**config.mk**
```make
export PLATFORM = sky130hd
export DESIGN_NAME = alu_pipe_adder
export DESIGN_NICKNAME = d
export VERILOG_FILES = /design/src/rtl/alu_pipe_adder_pkg.sv /design/src/rtl/alu_pipe_adder_add4_slice.sv /design/src/rtl/alu_pipe_adder_carry_logic.sv /design/src/rtl/alu_pipe_adder.sv
export SDC_FILE = /design/constraint.sdc
export NUM_CORES = 1
export LEC_CHECK = 0
export ABC_CLOCK_PERIOD_IN_PS = 4200
export CAP_MARGIN = 20
export CORE_UTILIZATION = 50
export CTS_BUF_LIST = sky130_fd_sc_hd__clkbuf_2
export CTS_CLUSTER_DIAMETER = 120
export DETAILED_ROUTE_END_ITERATION = 16
export PLACE_DENSITY_LB_ADDON = 0.3
export SYNTH_ARGS = -nofsm -noshare
export SYNTH_HDL_FRONTEND = slang
export SYNTH_HIERARCHICAL = 1
export SYNTH_SLANG_ARGS = --single-unit
```
**constraint.sdc**
```tcl
create_clock -name clk -period 4.2 [get_ports clk]
set_input_delay 0.63 -clock clk [delete_from_list [all_inputs] [get_ports clk]]
set_output_delay 0.63 -clock clk [all_outputs]
set_load 0.01 [all_outputs]
```
**src/rtl/alu_pipe_adder_pkg.sv**
```systemverilog
// alu_pipe_adder_pkg: shared ALU slice width and add/sub opcode encoding
package alu_pipe_adder_pkg;
  localparam int SLICE_W = 4;
  typedef enum logic {OP_ADD = 1'b0, OP_SUB = 1'b1} alu_op_e;
endpackage

```
**src/rtl/alu_pipe_adder_add4_slice.sv**
```systemverilog
// add4_slice: one 4-bit add slice built on the 3-bit lookahead carry unit
module add4_slice
  import alu_pipe_adder_pkg::*;
(
  input  logic               cin,
  input  logic [SLICE_W-1:0] x,
  input  logic [SLICE_W-1:0] y,
  output logic [SLICE_W-1:0] s,
  output logic               c_msb_in,
  output logic               c_out
);
  logic [SLICE_W-1:0] g, p;
  logic [3:1] c;
  assign g = x & y;
  assign p = x ^ y;
  carry_logic u_carry (.g(g[2:0]), .p(p[2:0]), .cin(cin), .c(c));
  assign c_out = g[3] | p[3] & c[3];
  assign c_msb_in = c[3];
  assign s = p ^ {c[3:1], cin};
endmodule

```
**src/rtl/alu_pipe_adder_carry_logic.sv**
```systemverilog
// carry_logic: 3-bit lookahead carry unit producing c1..c3 from generate/propagate
module carry_logic (
  input  logic [2:0] g,
  input  logic [2:0] p,
  input  logic       cin,
  output logic [3:1] c
);
  assign c[1] = g[0] | p[0] & cin;
  assign c[2] = g[1] | p[1] & g[0] | p[1] & p[0] & cin;
  assign c[3] = g[2] | p[2] & g[1] | p[2] & p[1] & g[0] | p[2] & p[1] & p[0] & cin;
endmodule

```
**src/rtl/alu_pipe_adder.sv**
```systemverilog
// alu_pipe_adder: slice-per-stage pipelined add/subtract with C/V/Z flags and valid/ready
module alu_pipe_adder
  import alu_pipe_adder_pkg::*;
#(
  parameter int SLICES = 4,
  localparam int W = SLICE_W * SLICES
) (
  input  logic         clk,
  input  logic         rst,
  input  logic         in_valid,
  output logic         in_ready,
  input  logic [W-1:0] a,
  input  logic [W-1:0] b,
  input  logic         sub,
  output logic         out_valid,
  input  logic         out_ready,
  output logic [W-1:0] sum,
  output logic         cout,
  output logic         ovf,
  output logic         zero
);
  logic [W-1:0] a_r [SLICES-1];
  logic [W-1:0] b_r [SLICES-1];
  logic [W-1:0] s_r [SLICES];
  logic [SLICE_W-1:0] s_n [SLICES];
  logic [SLICES-1:0] v_r, c_r, c_out, c_msb;
  logic [W-1:0] b_in, sum_n;
  logic adv, ovf_r, zero_r, unused;
  assign adv = !v_r[SLICES-1] | out_ready;
  assign in_ready = adv;
  assign b_in = b ^ {W{sub}};
  assign sum_n = {s_n[SLICES-1], s_r[SLICES-2][W-SLICE_W-1:0]};
  assign unused = ^{c_msb[SLICES-2:0], s_r[SLICES-2][W-1-:SLICE_W],
                    a_r[SLICES-2][W-SLICE_W-1:0], b_r[SLICES-2][W-SLICE_W-1:0]};
  for (genvar k = 0; k < SLICES; k++) begin : g_st
    logic [SLICE_W-1:0] x, y;
    logic ci;
    if (k == 0) begin : g_first
      assign x = a[SLICE_W-1:0];
      assign y = b_in[SLICE_W-1:0];
      assign ci = sub;
    end else begin : g_next
      assign x = a_r[k-1][k*SLICE_W+:SLICE_W];
      assign y = b_r[k-1][k*SLICE_W+:SLICE_W];
      assign ci = c_r[k-1];
    end
    add4_slice u_slice (.cin(ci), .x(x), .y(y), .s(s_n[k]), .c_msb_in(c_msb[k]), .c_out(c_out[k]));
  end
  // All stages shift together on advance and hold together on stall
  always_ff @(posedge clk or posedge rst) begin
    if (rst) begin
      v_r <= '0;
      c_r <= '0;
      ovf_r <= 1'b0;
      zero_r <= 1'b0;
      for (int k = 0; k < SLICES - 1; k++) begin
        a_r[k] <= '0;
        b_r[k] <= '0;
      end
      for (int k = 0; k < SLICES; k++) s_r[k] <= '0;
    end else if (adv) begin
      v_r <= {v_r[SLICES-2:0], in_valid};
      c_r <= c_out;
      a_r[0] <= a;
      b_r[0] <= b_in;
      s_r[0] <= W'(s_n[0]);
      for (int k = 1; k < SLICES - 1; k++) begin
        a_r[k] <= a_r[k-1];
        b_r[k] <= b_r[k-1];
      end
      for (int k = 1; k < SLICES; k++) begin
        s_r[k] <= s_r[k-1];
        s_r[k][k*SLICE_W+:SLICE_W] <= s_n[k];
      end
      ovf_r <= c_msb[SLICES-1] ^ c_out[SLICES-1];
      zero_r <= ~|sum_n;
    end
  end
  assign out_valid = v_r[SLICES-1];
  assign sum = s_r[SLICES-1];
  assign cout = c_r[SLICES-1];
  assign ovf = ovf_r;
  assign zero = zero_r;
endmodule

```
Yosys cells after proc, flatten, opt, wreduce, memory -nomap -nowiden
Index checks and enable logic that the tools add are counted.
Widths: inputs -> output; s select.
{"block": "totals", "regBits": 146, "latchBits": 0, "ram_bits": 0, "rom_bits": 0, "in_bits": 37, "output_inout_bits": 21, "wordCells": 100, "n_memories": 0}
{"block": "classes", "add_sub_neg": 0, "n_mul": 0, "div_mod_pow": 0, "order_cmp": 0, "n_eq_ne": 0, "n_shift": 0, "n_mux": 0, "bitwise_logic": 83, "n_reduce_logical": 3}
{"op": "$and 1x1->1", "n": 40}
{"op": "$xor 4x4->4", "n": 8}
{"op": "$or 1x1->1", "n": 29}
{"op": "$and 4x4->4", "n": 4}
{"op": "$reduce_or 16->1", "n": 1}
{"op": "$xor 16x16->16", "n": 1}
{"op": "$logic_not 1->1", "n": 2}
{"op": "$xor 1x1->1", "n": 1}

Logic depth before layout (Yosys ltp)
{"block": "depth", "depth_word": 8, "depth_mapped": 9, "depth_no_buf": 7}

Modules after synthesis
Netlist, hierarchy kept.
{"mod": "alu_pipe_adder", "n_inst": 1, "cells_each": 440, "area_each_um2": 3973.8, "seq_area_each_um2": 2452.4}
{"mod": "add4_slice", "n_inst": 4, "cells_each": 7, "area_each_um2": 83.8, "seq_area_each_um2": 0.0}
{"mod": "carry_logic", "n_inst": 4, "cells_each": 4, "area_each_um2": 31.3, "seq_area_each_um2": 0.0}

Least setup slack after synthesis
OpenSTA, ideal clock, no wires.
{"block": "synth_timing", "kind": "input-to-reg", "startpoint": "input port sub", "endpoint": "register s_r[51] (netlist bit)", "setup_ps": 65, "t_arrival_ps": 2454, "required_time_ps": 4135, "setup_slack_ps": 1681, "path_stages": 9, "n_path_buf": 2, "path_cell_list": "buf_4 > buf_6 > xor2_1 > ha_1 > a21o_1 > a31o_1 > fa_1 > nand2_1 > nand2_1"}
{"item": "start, declared", "line_no": "alu_pipe_adder.sv:14", "source": "input logic sub,"}
{"item": "end signal, assigned by index", "line_no": "alu_pipe_adder.sv:72", "source": "s_r[k] <= s_r[k-1];"}
{"item": "end signal, assigned by index", "line_no": "alu_pipe_adder.sv:73", "source": "s_r[k][k*SLICE_W+:SLICE_W] <= s_n[k];"}
{"item": "end, declared", "line_no": "alu_pipe_adder.sv:24", "source": "logic [W-1:0] s_r [SLICES];"}

==> metrics.md <==
| Metric | Value |
|---|---|
| Status | completed |
| H-tree levels | 3 |
| Fin crit period | 2500 ps |
| Post-synth net total | 537 |
| Total power | 3.46 mW |
| Placed cell count | 611 |
| IO Pins | 58 |
| Largest cells by area after synthesis | dfrtp_1 (55%), nand2_1 (22%), buf_4 (3.6%), ha_1 (3.4%), xor2_1 (3.2%) |
| Area share of the largest cell type after synthesis | 55.3% |
| Int Power | 2.17 mW |
| Vias | between 3000 and 4000 |
| Die width | roughly 96 um |
| Reg2Reg Launch Point | a_r[12] |
| Num rows | 33 |
| CORE AREA | 8380 um2 |
| Slew headroom | 30.4% |
| Max FO, Critical Path | 18 |
| Sequential area share after synthesis | 55.3% |
| Syn avg cell area | 9.16 um2 |
| Final WL | ~7500 um |
| Slew Viols, Final | 0 |
| Clock skew | 34.0 ps |
| Syn. warnings | 6 |
| # Post-CTS Setup Buffers | 0 |
| Syn-to-layout area delta | 14.3% |
| Actual slew at the worst max-slew pin | 1040 ps |
| Max Cap Viol | 0 |
| Wire length per cell | 12.0 um |
| Reg2reg end | zero |
| Switching share of power | 37.1% |
| Remaining DRCs | 0 |
| Fin. Hold Viols | 0 |
| Clock Tree Buf Depth | 2 |
| RSZ-0062 raised after global routing | false |
| FILL cells | 758 |
| Crit path capture type | flop |
| FF+latch area | 2450 um2 |
| DRT Pass-1 Iters | 4 |
| Clock power share | 14.2% |
| Fmax | 401 MHz |
| Port buffer count | 57 |
| CTS tree | done |
| Number of global-route vias before repair | 2799 |
| Post-synth top area cell | dfrtp_1 |
| Placed cell areas | roughly 4900 um2 |
| Finished Core Util | 60.5% |
| GRT overflow | 0 |
| WS Path Type | primary input to flop |
| HPWL Detailed | between 4000 and 5000 um |
| ANT nets after route | 0 |
| Initial Util | 52.9% |
| Via-to-Cell Ratio | 4.83 |
| Final period util | approximately three fifths |
| Worst Setup Start Kind | primary input |
| Setup TNS | 0 ps |
| Endpoints failing setup | 0 |
| Ant. Diodes | 0 |
| Multi-input gate area | 1720 um2 |
| Synth Instances | ~480 |
| Setup slack after layout | 1700 ps |
| Worst Path Arrival | 2970 ps |
| Required @ worst endpoint | 4670 ps |
| Worst hold margin | about 320 ps |
| Clock Latency Late Sink | 530 ps |
| #FFs+latches synth | 98 |
| CTS Hold Bufs | 0 |
| CTS sink cnt | a little under 100 |
| Psw | 1.28 mW |
| Largest net degree at the start of global routing | 112 |
| Total Die Area | 9250 um2 |
| Comb pwr share | 39.6% |
| CTS-repair resized insts | 0 |
| Worst VDD drop | between 0.2 and 0.25 mV |
| Reg2Reg Depth | 7 |
| Initial antenna violation count | 0 |
| Overall Global Routing Usage | 18.1% |
| Sequential power share | 46.2% |
| Root buffer cell | clkbuf_2 |
| Final instance area | approximately 5100 um2 |
| Fin nets | 571 |
| Final Non-Filler Cells | between 600 and 700 |
| Fraction of layout cells with a size suffix above 1 | around 4.2% |
| Synthesized area | between 4000 and 5000 um2 |
| Pwr/cell area | 682 nW/um2 |
| Height of the die | 96.2 um |
| DR iter-0 viols | 195 |
| RePlAce Congestion | between 0.7 and 0.8 |
| Clock-pin slew on the worst setup and hold paths | between 200 and 300 ps |
| Pre-CTS WS | 1150 ps |
| Num CTS Buffers | 9 |
| Reg2Reg Setup Slack | roughly 1900 ps |
| Hold/Removal Path Class | primary input to asynchronous set/reset pin |
| Unique cell type count in the Yosys netlist | 19 |
| First-pass GRT wire length | roughly 13000 um |
| Lkg Pwr | 2.64 nW |
==> worst max-delay path, stage by stage <==
cell,delay [ps]
clkdlybuf4s50_1,450
buf_4,280
xor2_1,200
ha_1,280
a21o_1,220
a31o_1,240
fa_1,530
nand2_1,50
nand2_1,90
==> state kept, by name, summed over array words and instances, names as in the netlist <==
| register | cells |
|---|---|
| v_r | 4 |
| zero | 1 |
| s_r | 24 |
| ovf | 1 |
| sum | 16 |
| c_r | 4 |
| b_r | 24 |
| a_r | 24 |
==> worst max path at each step <==
stage / startpoint / to / slack (ps) / depth (start not counted)
2_1_floorplan: rst / a_r[12] / 1010 / 1
3_3_place_gp: sub / s_r[51] / 1210 / 9
3_5_place_dp: sub / s_r[51] / 1150 / 9
4_1_cts: sub / s_r[51] / 1720 / 9
5_1_grt: sub / s_r[51] / 1620 / 9
6_report: sub / s_r[51] / 1700 / 9
==> cells in the mapped netlist <==
master,count
a21o_1,12
a31o_1,4
buf_2,13
buf_4,21
buf_6,2
clkbuf_1,3
dfrtp_1,98
fa_1,4
ha_1,12
inv_1,1
inv_2,1
nand2_1,263
nand2b_1,1
nand4_1,1
nor2b_4,1
nor4_1,4
o21ai_0,14
xnor2_1,13
xor2_1,16
==> layer usage <==
layer,global-route usage [%],vias up,part of all wire (%),routed length (um)
met4,7.46,0,1.7,128
met1,24.6,1411,49,3690
met3,2.61,10,2.9,216
met2,29.1,56,46,3460
li1,-,1552,-,-
met5,0,-,0,0
==> area by class of cell <==
| type | instances | area share, % |
|---|---|---|
| Sequential cell | 98 | 48.4 |
| Clock buffer | 10 | 0.987 |
| Tap cell | 105 | 2.59 |
| Multi-Input combinational cell | 345 | 33.9 |
| Timing Repair Buffer | 62 | 12.4 |
| Inverter | 2 | 0.197 |
| Clock inverter | 5 | 1.58 |
==> power by group through the flow <==
stage               Sequential [mW]  Combinational [mW]  Clock (mW)
floorplan                      1.56                1.11           0
global route                   1.65                1.58       0.539
finish                         1.60                1.37       0.490
CTS                            1.60                1.39       0.503
global placement               1.60                1.33           0
detailed placement             1.62                1.38           0
==> cell families after synthesis <==
family	Yosys count	synth area share (%)
compound gates	30	4.40
flops	98	55.3
buf+inv	41	5.95
simple gates	270	23.4
fa+ha+maj	16	5.19
xor+xnor	29	5.73
==> layout by cell type (no fill, tap or decap) <==
cell,n
a21o_1,12
a31o_1,4
buf_16,1
buf_4,4
bufinv_16,2
clkbuf_2,10
clkdlybuf4s50_1,57
clkinv_1,1
clkinv_4,1
clkinvlp_4,1
dfrtp_1,98
fa_1,4
ha_1,12
inv_2,1
inv_4,1
nand2_1,263
nand2b_1,1
nand4_1,1
nor2b_4,1
nor4_1,4
o21ai_0,14
xnor2_1,13
xor2_1,16
No activity file was read; power rests on OpenSTA's default activity.
